### src/rtl/uart_rx_assembler.sv
// Packs received UART bytes into one DATA_WIDTH-bit message; the first byte lands in the MSBs.
// An optional trailing XOR checksum byte is compiled in when UART_ASM_CHECKSUM_EN is defined.
//
// state     | meaning
// ----------+---------------------------------------------------------------
// S_IDLE    | no partial frame; the next byteValid starts a frame
// S_COLLECT | partial frame held; inter-byte timer running
// S_CHECK   | all data bytes held; waiting for checksum byte (checksum build only)

module uart_rx_assembler #(
    parameter int DATA_WIDTH    = 24,
    parameter int CLOCK_RATE    = 100_000,
    parameter int BAUD_RATE     = 9600,
    parameter int TIMEOUT_BYTES = 4
) (
    input  logic                  clk,
    input  logic                  resetN,
    input  logic [7:0]            byteIn,
    input  logic                  byteValid,
    output logic [DATA_WIDTH-1:0] message,
    output logic                  messageValid,
    input  logic                  messageReady,
    output logic                  overflowErr,
    output logic                  timeoutErr,
    output logic                  checksumErr
);

    localparam int NUM_BYTES      = DATA_WIDTH / 8;
    localparam int TIMEOUT_CYCLES = TIMEOUT_BYTES * 10 * CLOCK_RATE / BAUD_RATE;
    localparam int TW             = $clog2(TIMEOUT_CYCLES + 1);
    localparam int CW             = $clog2(NUM_BYTES + 1);

    localparam logic [TW-1:0] TIMER_EXPIRE = TW'(TIMEOUT_CYCLES - 1);
    localparam logic [TW-1:0] TIMER_MAX    = TW'(TIMEOUT_CYCLES);
    localparam logic [CW-1:0] CNT_LAST     = CW'(NUM_BYTES);

`ifdef UART_ASM_CHECKSUM_EN
    typedef enum logic [1:0] {S_IDLE, S_COLLECT, S_CHECK} state_t;
`else
    typedef enum logic [1:0] {S_IDLE, S_COLLECT} state_t;
`endif

    state_t                state, state_nxt;
    logic [DATA_WIDTH-1:0] shift_reg, shift_nxt, shifted;
    logic [CW-1:0]         byte_cnt, cnt_nxt;
    logic [TW-1:0]         timer, timer_nxt;
    logic                  run_timer;
    logic                  done;
    logic [DATA_WIDTH-1:0] done_data;
    logic                  timeout_hit;
`ifdef UART_ASM_CHECKSUM_EN
    logic [7:0]            chk_acc, chk_nxt;
    logic                  cksum_bad;
`endif

    always_ff @(posedge clk or negedge resetN) begin
        if (!resetN) begin
            state     <= S_IDLE;
            shift_reg <= '0;
            byte_cnt  <= '0;
            timer     <= '0;
`ifdef UART_ASM_CHECKSUM_EN
            chk_acc   <= '0;
`endif
        end else begin
            state     <= state_nxt;
            shift_reg <= shift_nxt;
            byte_cnt  <= cnt_nxt;
            timer     <= timer_nxt;
`ifdef UART_ASM_CHECKSUM_EN
            chk_acc   <= chk_nxt;
`endif
        end
    end

    always_comb begin
        state_nxt   = state;
        shift_nxt   = shift_reg;
        cnt_nxt     = byte_cnt;
        timer_nxt   = timer;
        run_timer   = 1'b0;
        done        = 1'b0;
        done_data   = shift_reg;
        timeout_hit = 1'b0;
`ifdef UART_ASM_CHECKSUM_EN
        chk_nxt     = chk_acc;
        cksum_bad   = 1'b0;
`endif
        shifted      = shift_reg << 8;
        shifted[7:0] = byteIn;

        case (state)
            S_IDLE, S_COLLECT: begin
                // Shift reg, count and checksum are all zero in IDLE, so one path serves both.
                if (byteValid) begin
                    shift_nxt = shifted;
                    cnt_nxt   = byte_cnt + CW'(1);
                    timer_nxt = '0;
                    state_nxt = S_COLLECT;
`ifdef UART_ASM_CHECKSUM_EN
                    chk_nxt   = chk_acc ^ byteIn;
                    if (cnt_nxt == CNT_LAST)
                        state_nxt = S_CHECK;
`else
                    if (cnt_nxt == CNT_LAST) begin
                        done      = 1'b1;
                        done_data = shifted;
                        shift_nxt = '0;
                        cnt_nxt   = '0;
                        state_nxt = S_IDLE;
                    end
`endif
                end else if (state == S_COLLECT) begin
                    run_timer = 1'b1;
                end
            end
`ifdef UART_ASM_CHECKSUM_EN
            S_CHECK: begin
                if (byteValid) begin
                    if (byteIn == chk_acc) begin
                        done      = 1'b1;
                        done_data = shift_reg;
                    end else begin
                        cksum_bad = 1'b1;
                    end
                    shift_nxt = '0;
                    cnt_nxt   = '0;
                    chk_nxt   = '0;
                    state_nxt = S_IDLE;
                end else begin
                    run_timer = 1'b1;
                end
            end
`endif
            default: begin
                shift_nxt = '0;
                cnt_nxt   = '0;
                state_nxt = S_IDLE;
            end
        endcase

        if (run_timer) begin
            if (timer == TIMER_EXPIRE) begin
                timeout_hit = 1'b1;
                shift_nxt   = '0;
                cnt_nxt     = '0;
                state_nxt   = S_IDLE;
`ifdef UART_ASM_CHECKSUM_EN
                chk_nxt     = '0;
`endif
            end else if (timer != TIMER_MAX) begin
                timer_nxt = timer + TW'(1);
            end
        end

        if (state_nxt == S_IDLE)
            timer_nxt = '0;
    end

    // Output holding register: a completion only loads when the slot is free or draining this edge.
    always_ff @(posedge clk or negedge resetN) begin
        if (!resetN) begin
            message      <= '0;
            messageValid <= 1'b0;
            overflowErr  <= 1'b0;
            timeoutErr   <= 1'b0;
        end else begin
            overflowErr <= 1'b0;
            timeoutErr  <= timeout_hit;
            if (done && (!messageValid || messageReady)) begin
                message      <= done_data;
                messageValid <= 1'b1;
            end else begin
                if (done)
                    overflowErr <= 1'b1;
                if (messageValid && messageReady)
                    messageValid <= 1'b0;
            end
        end
    end

`ifdef UART_ASM_CHECKSUM_EN
    always_ff @(posedge clk or negedge resetN) begin
        if (!resetN)
            checksumErr <= 1'b0;
        else
            checksumErr <= cksum_bad;
    end
`else
    assign checksumErr = 1'b0;
`endif

endmodule

### config.mk
export PLATFORM = sky130hd
export DESIGN_NAME = uart_rx_assembler
export DESIGN_NICKNAME = d
export VERILOG_FILES = /design/src/rtl/uart_rx_assembler.sv
export SDC_FILE = /design/constraint.sdc
export NUM_CORES = 1
export LEC_CHECK = 0
export BUFFER_PORTS_ARGS = -buffer_cell sky130_fd_sc_hd__buf_2
export CAP_MARGIN = 20
export CORE_UTILIZATION = 45
export DETAILED_ROUTE_END_ITERATION = 8
export PLACE_DENSITY_LB_ADDON = 0.25
export SETUP_SLACK_MARGIN = 0.1
export SYNTH_ARGS = -nofsm -noshare
export SYNTH_HDL_FRONTEND = slang
export SYNTH_SLANG_ARGS = --single-unit
### constraint.sdc
create_clock -name clk -period 4.3 [get_ports clk]
set_clock_uncertainty 0.05 [all_clocks]
set_input_delay 0 -clock clk [delete_from_list [all_inputs] [get_ports clk]]
set_output_delay 0 -clock clk [all_outputs]
set_load 0.005 [all_outputs]
[After elaboration in Yosys (flattened, before gate mapping)]
Cells that the tools add are included.
W data, S select, Z words.
Word-level totals
  register bits after elaboration: 64
  output and inout port bits: 28
  logic and storage cells: 58
Operators by class
  muxes and demuxes: 36
  equal/unequal tests: 4
  add/subtract/negate cells: 2
  reduce and logical (&&, ||, !) cells: 8
Operators by type and width (number)
  $mux W24: 8
  $mux W9: 6
  $mux W2: 9
  $mux W1: 13
  $add A9 B1 Y9 const B: 1
  $eq A9 B9 Y1 const B: 1
  $ne A9 B9 Y1 const B: 1
  $logic_not A2 Y1: 2
  $add A2 B1 Y2 const B: 1
  $eq A2 B1 Y1 const B: 1
  $eq A2 B2 Y1 const B: 1
  $logic_and A1 B1 Y1: 2
  $reduce_bool A2 Y1: 1
  $reduce_or A2 Y1: 1
  $logic_not A1 Y1: 1
  $logic_or A1 B1 Y1: 1

[Logic depth before layout (Yosys ltp)]
  depth in word-level cells: 9
  gate-level depth with buffers: 7
  gate-level depth less buffers: 5

[Worst setup path after synthesis]
OpenSTA, ideal clock, no wires.
  path kind: register to register
  from: register timer[0]
  to: register shift_reg[0]
  path slack: 2.779 ns
  arrival: 1.350 ns
  setup time: 0.121 ns
  buffers on the path: 2
  clock period less this slack: 1.521 ns
  cell stages (with the launch flop): 8
  cells stage by stage: dfrtp_1 > ha_1 > and4_1 > nand3_1 > nand2b_1 > buf_2 > buf_4 > nor2_1
Between the ends
  cells in the longest elaborated chain, start to end: 3
Ends and longest elaborated chain
  start: declaration: RTL line 46  | logic [TW-1:0] timer, timer_nxt;
  start signal: assignment: RTL line 69  | timer <= timer_nxt;
  $eq A9 B9 Y1: RTL line 143  | if (timer == TIMER_EXPIRE) begin
  $mux W24: RTL line 143
  $mux W24: RTL line 142  | if (run_timer) begin
  via shift_nxt[0]: RTL line 44  | logic [DATA_WIDTH-1:0] shift_reg, shift_nxt, shifted;
  end signal: assignment: RTL line 67  | shift_reg <= shift_nxt;
  end: declaration: RTL line 44
The timed path passes the listed nets, and every way through them passes these cells.
A chain may end at the register's enable or synchronous reset.

[Final worst setup path]
  from: register byte_cnt[0]
  to: register message[21]
Between the ends
  cells in the longest elaborated chain, start to end: 6
Ends and longest elaborated chain
  start: declaration: RTL line 45  | logic [CW-1:0] byte_cnt, cnt_nxt;
  start signal: assignment: RTL line 68  | byte_cnt <= cnt_nxt;
  $add A2 B1 Y2 *: RTL line 97  | cnt_nxt = byte_cnt + CW'(1);
  $eq A2 B2 Y1 *: RTL line 105  | if (cnt_nxt == CNT_LAST) begin
  $mux W1: RTL line 105
  $mux W1: RTL line 95  | if (byteValid) begin
  $mux W1: RTL line 92  | case (state)
  $logic_and A1 B1 Y1: RTL line 170  | if (done && (!messageValid || messageReady)) begin
  end signal: assignment: RTL line 171  | message <= done_data;
  end: declaration: RTL line 20  | output logic [DATA_WIDTH-1:0] message,
Every way passes the cells marked *; elsewhere a longest branch is shown, timed or not.

==> qor.txt <==
Run status -> finished, final reports clean
Synth-to-Final Area Change -> 15.6%
Share of cells above drive strength 1 -> 0.213
Post-Syn Area -> 0.00251 mm²
Max reg flops -> 24
Area contributors post-synth -> dfrtp_1 (56%), a22oi_1 (7.2%), nand2_1 (5.7%)
Final min period -> 2230 ps
Slowest cell on crit path -> and3b_1
CTS sink count -> 56
Number of antenna diodes -> 0
Maximum vdd drop -> 0.177 mV
Hold_ws -> 18.0 ps
Worst-path maximum fanout -> 40
Vias -> 1816
Largest net degree at the start of global routing -> 57
Residual DRC -> 0
Worst path bufs/invs -> 0
Least-Margin Pin Slew -> 764 ps
Nets@finish -> 295
Global-route wire length before repair -> 8090 µm
Antenna violations before repair -> 0
Final period utilization -> 0.518
Worst rel slew slack -> 0.490
Setup TNS -> 0 ps
Number of global-route vias before repair -> 1626
Worst Path Arrival -> 2370 ps
Detailed Place HPWL -> 3190 µm
Max Fclk -> 449 MHz
Clk slew on worst S/H paths -> 100 ps
Max-cap violations -> 0
Drt initial violations -> 217
H-tree depth -> 2
RSZ-0062 raised after global routing -> no
Worst Hold Class -> primary input to flop
Die height -> 76.6 µm
Synth unique cells -> 35
# port buffers -> 38
Yosys top cell area share -> 0.559
Starting density of the core -> 0.479
Setup Fix Bufs, Post-CTS -> 0
Cells along the critical path -> and3b_1 -> nand3b_4 -> mux2_4
Drt via density -> 5.16
Crit-path leading delay family -> simple AND/OR/NAND/NOR gates
Die Wd -> 76.6 µm
Leak Pwr -> 0.00138 µW
Worst skew pair latency -> 300 ps
Syn Inst Count -> 241
Worst path required time -> 4450 ps
DRT Pass-1 Iters -> 4
Crit path capture type -> flop
Final WS setup -> 2070 ps
Final setup viols -> 0
WL/cell -> 13.9 µm
Post-synth top area cell -> dfrtp_1
CTS tree -> yes
Tot GR Track Use -> 0.177
Met3 WL -> 224 µm
DRT Wirelength -> 4890 µm
Metal-1 WL -> 2560 µm
CTS Buf Count -> 5
Place WS -> 2060 ps
Top sig layer -> met4
Die area -> 0.00587 mm²
Max-slew violations -> 0
Avg Synthesized Cell Area -> 10.4 µm²
Row count -> 26
Largest stage delay on the critical path -> 650 ps
Commonest non-fill, non-tap cell in the layout -> dfrtp_1
Pwr dens -> 323 mW/mm²
Max clock buf depth -> 2
Commonest cells after routing, fill and taps aside -> dfrtp_1 (56), nand2_1 (38), buf_2 (38), a22oi_1 (24), o21ai_1 (19)
Core footprint -> 0.00524 mm²
Sequential fraction of the synthesis area -> 0.559
Yosys reg bits -> 56
# IOs -> 40
ANT nets after route -> 0
Clock Root Buffer -> clkbuf_8
YS warnings -> 0
Total gr overflow -> 0
Placer congestion estimate -> 0.787
CP Launch Type -> flop
Met2 wire length -> 2080 µm
Fin. Hold Viols -> 0
Critical path class -> flop to flop
## cell families (layout without fill, tap and decap cells)
kind of cell | after synthesis | in the layout | synth area share
buffers and inverters | 23 | 63 | 0.0459
XOR/XNOR | 4 | 4 | 0.0140
other | 1 | 2 | 0.00150
multiplexers | 11 | 11 | 0.0599
AO/OA/AOI/OAI | 57 | 57 | 0.142
AND/OR/NAND/NOR | 87 | 87 | 0.168
flip-flops | 56 | 56 | 0.559
adder cells (fa/ha/maj) | 2 | 2 | 0.00998
## what timing repair did
item | CTS | global route
hold endpoints to repair | 72 | 0
resized for setup | 0 | 0
endpoints found under the setup margin | 0 | 0
hold buffers | 10 | 0
## synth_stat cells
cell type / count
nand3_1: 9
xnor2_1: 1
and4bb_1: 1
a21oi_2: 1
clkbuf_1: 8
and3b_1: 1
and3_1: 2
or2_0: 1
mux2_4: 8
xor2_1: 3
o2111ai_1: 1
conb_1: 1
a21oi_1: 11
nand3b_1: 1
nor4_1: 1
and4_1: 1
buf_6: 1
o311ai_1: 1
nand3b_4: 1
inv_2: 2
o21ai_1: 19
buf_4: 4
dfrtp_1: 56
inv_1: 3
mux2i_1: 3
nor4b_1: 1
nor2b_1: 2
nand2_1: 38
a22oi_1: 24
nor2_1: 17
nand4_1: 4
nand2b_1: 4
buf_2: 5
nor3_1: 3
ha_1: 2
## power breakdown
part	internal [µW]	switching [µW]	total (µW)
registers	545	14.7	560
clock network	116	174	290
logic	37.1	48.7	85.7
## worst register-to-register path, stage by stage, from the launching register on
cell and delay [ps]:
dfrtp_1 420, and3b_1 650, nand3b_4 540, mux2_4 470
## metal layers
layer | vias to the layer above | global-route usage
li1 | 914 | -
met1 | 846 | 0.270
met2 | 54 | 0.252
met3 | 2 | 0.0335
met4 | 0 | 0.0519
met5 | - | 0
## through the flow
step | std cells | utilization | power [µW] | area [µm²]
floorplan | 242 | - | 615 | 2510
global placement | 334 | 0.517 | 648 | 2710
detailed placement | 334 | 0.517 | 650 | 2710
CTS | 352 | 0.553 | 951 | 2900
global route | 352 | 0.553 | 985 | 2900
finish | 352 | 0.553 | 936 | 2900
## final timing paths
kind | startpoint | end | slack [ps] | cells after the start
min in group asynchronous | resetN | message[10] | 290 | 3
worst min-delay path | byteValid | overflowErr | 20 | 3
max in group asynchronous | resetN | shift_reg[5] | 3440 | 3
worst max register to register | byte_cnt[0] | message[21] | 2070 | 3
worst max-delay path | byte_cnt[0] | message[21] | 2070 | 3
worst min register to register | message[15] | message[15] | 440 | 2
## area by class of cell
type / count / area (µm²)
clock buffer: 5 / 68.8
multi-input combinational: 163 / 995
tap: 70 / 87.6
clock inverter: 3 / 21.3
sequential: 56 / 1400
inverter: 5 / 18.8
timing repair buffer: 50 / 305
fill: 466 / 2340
Power figures use the tool's default switching activity.
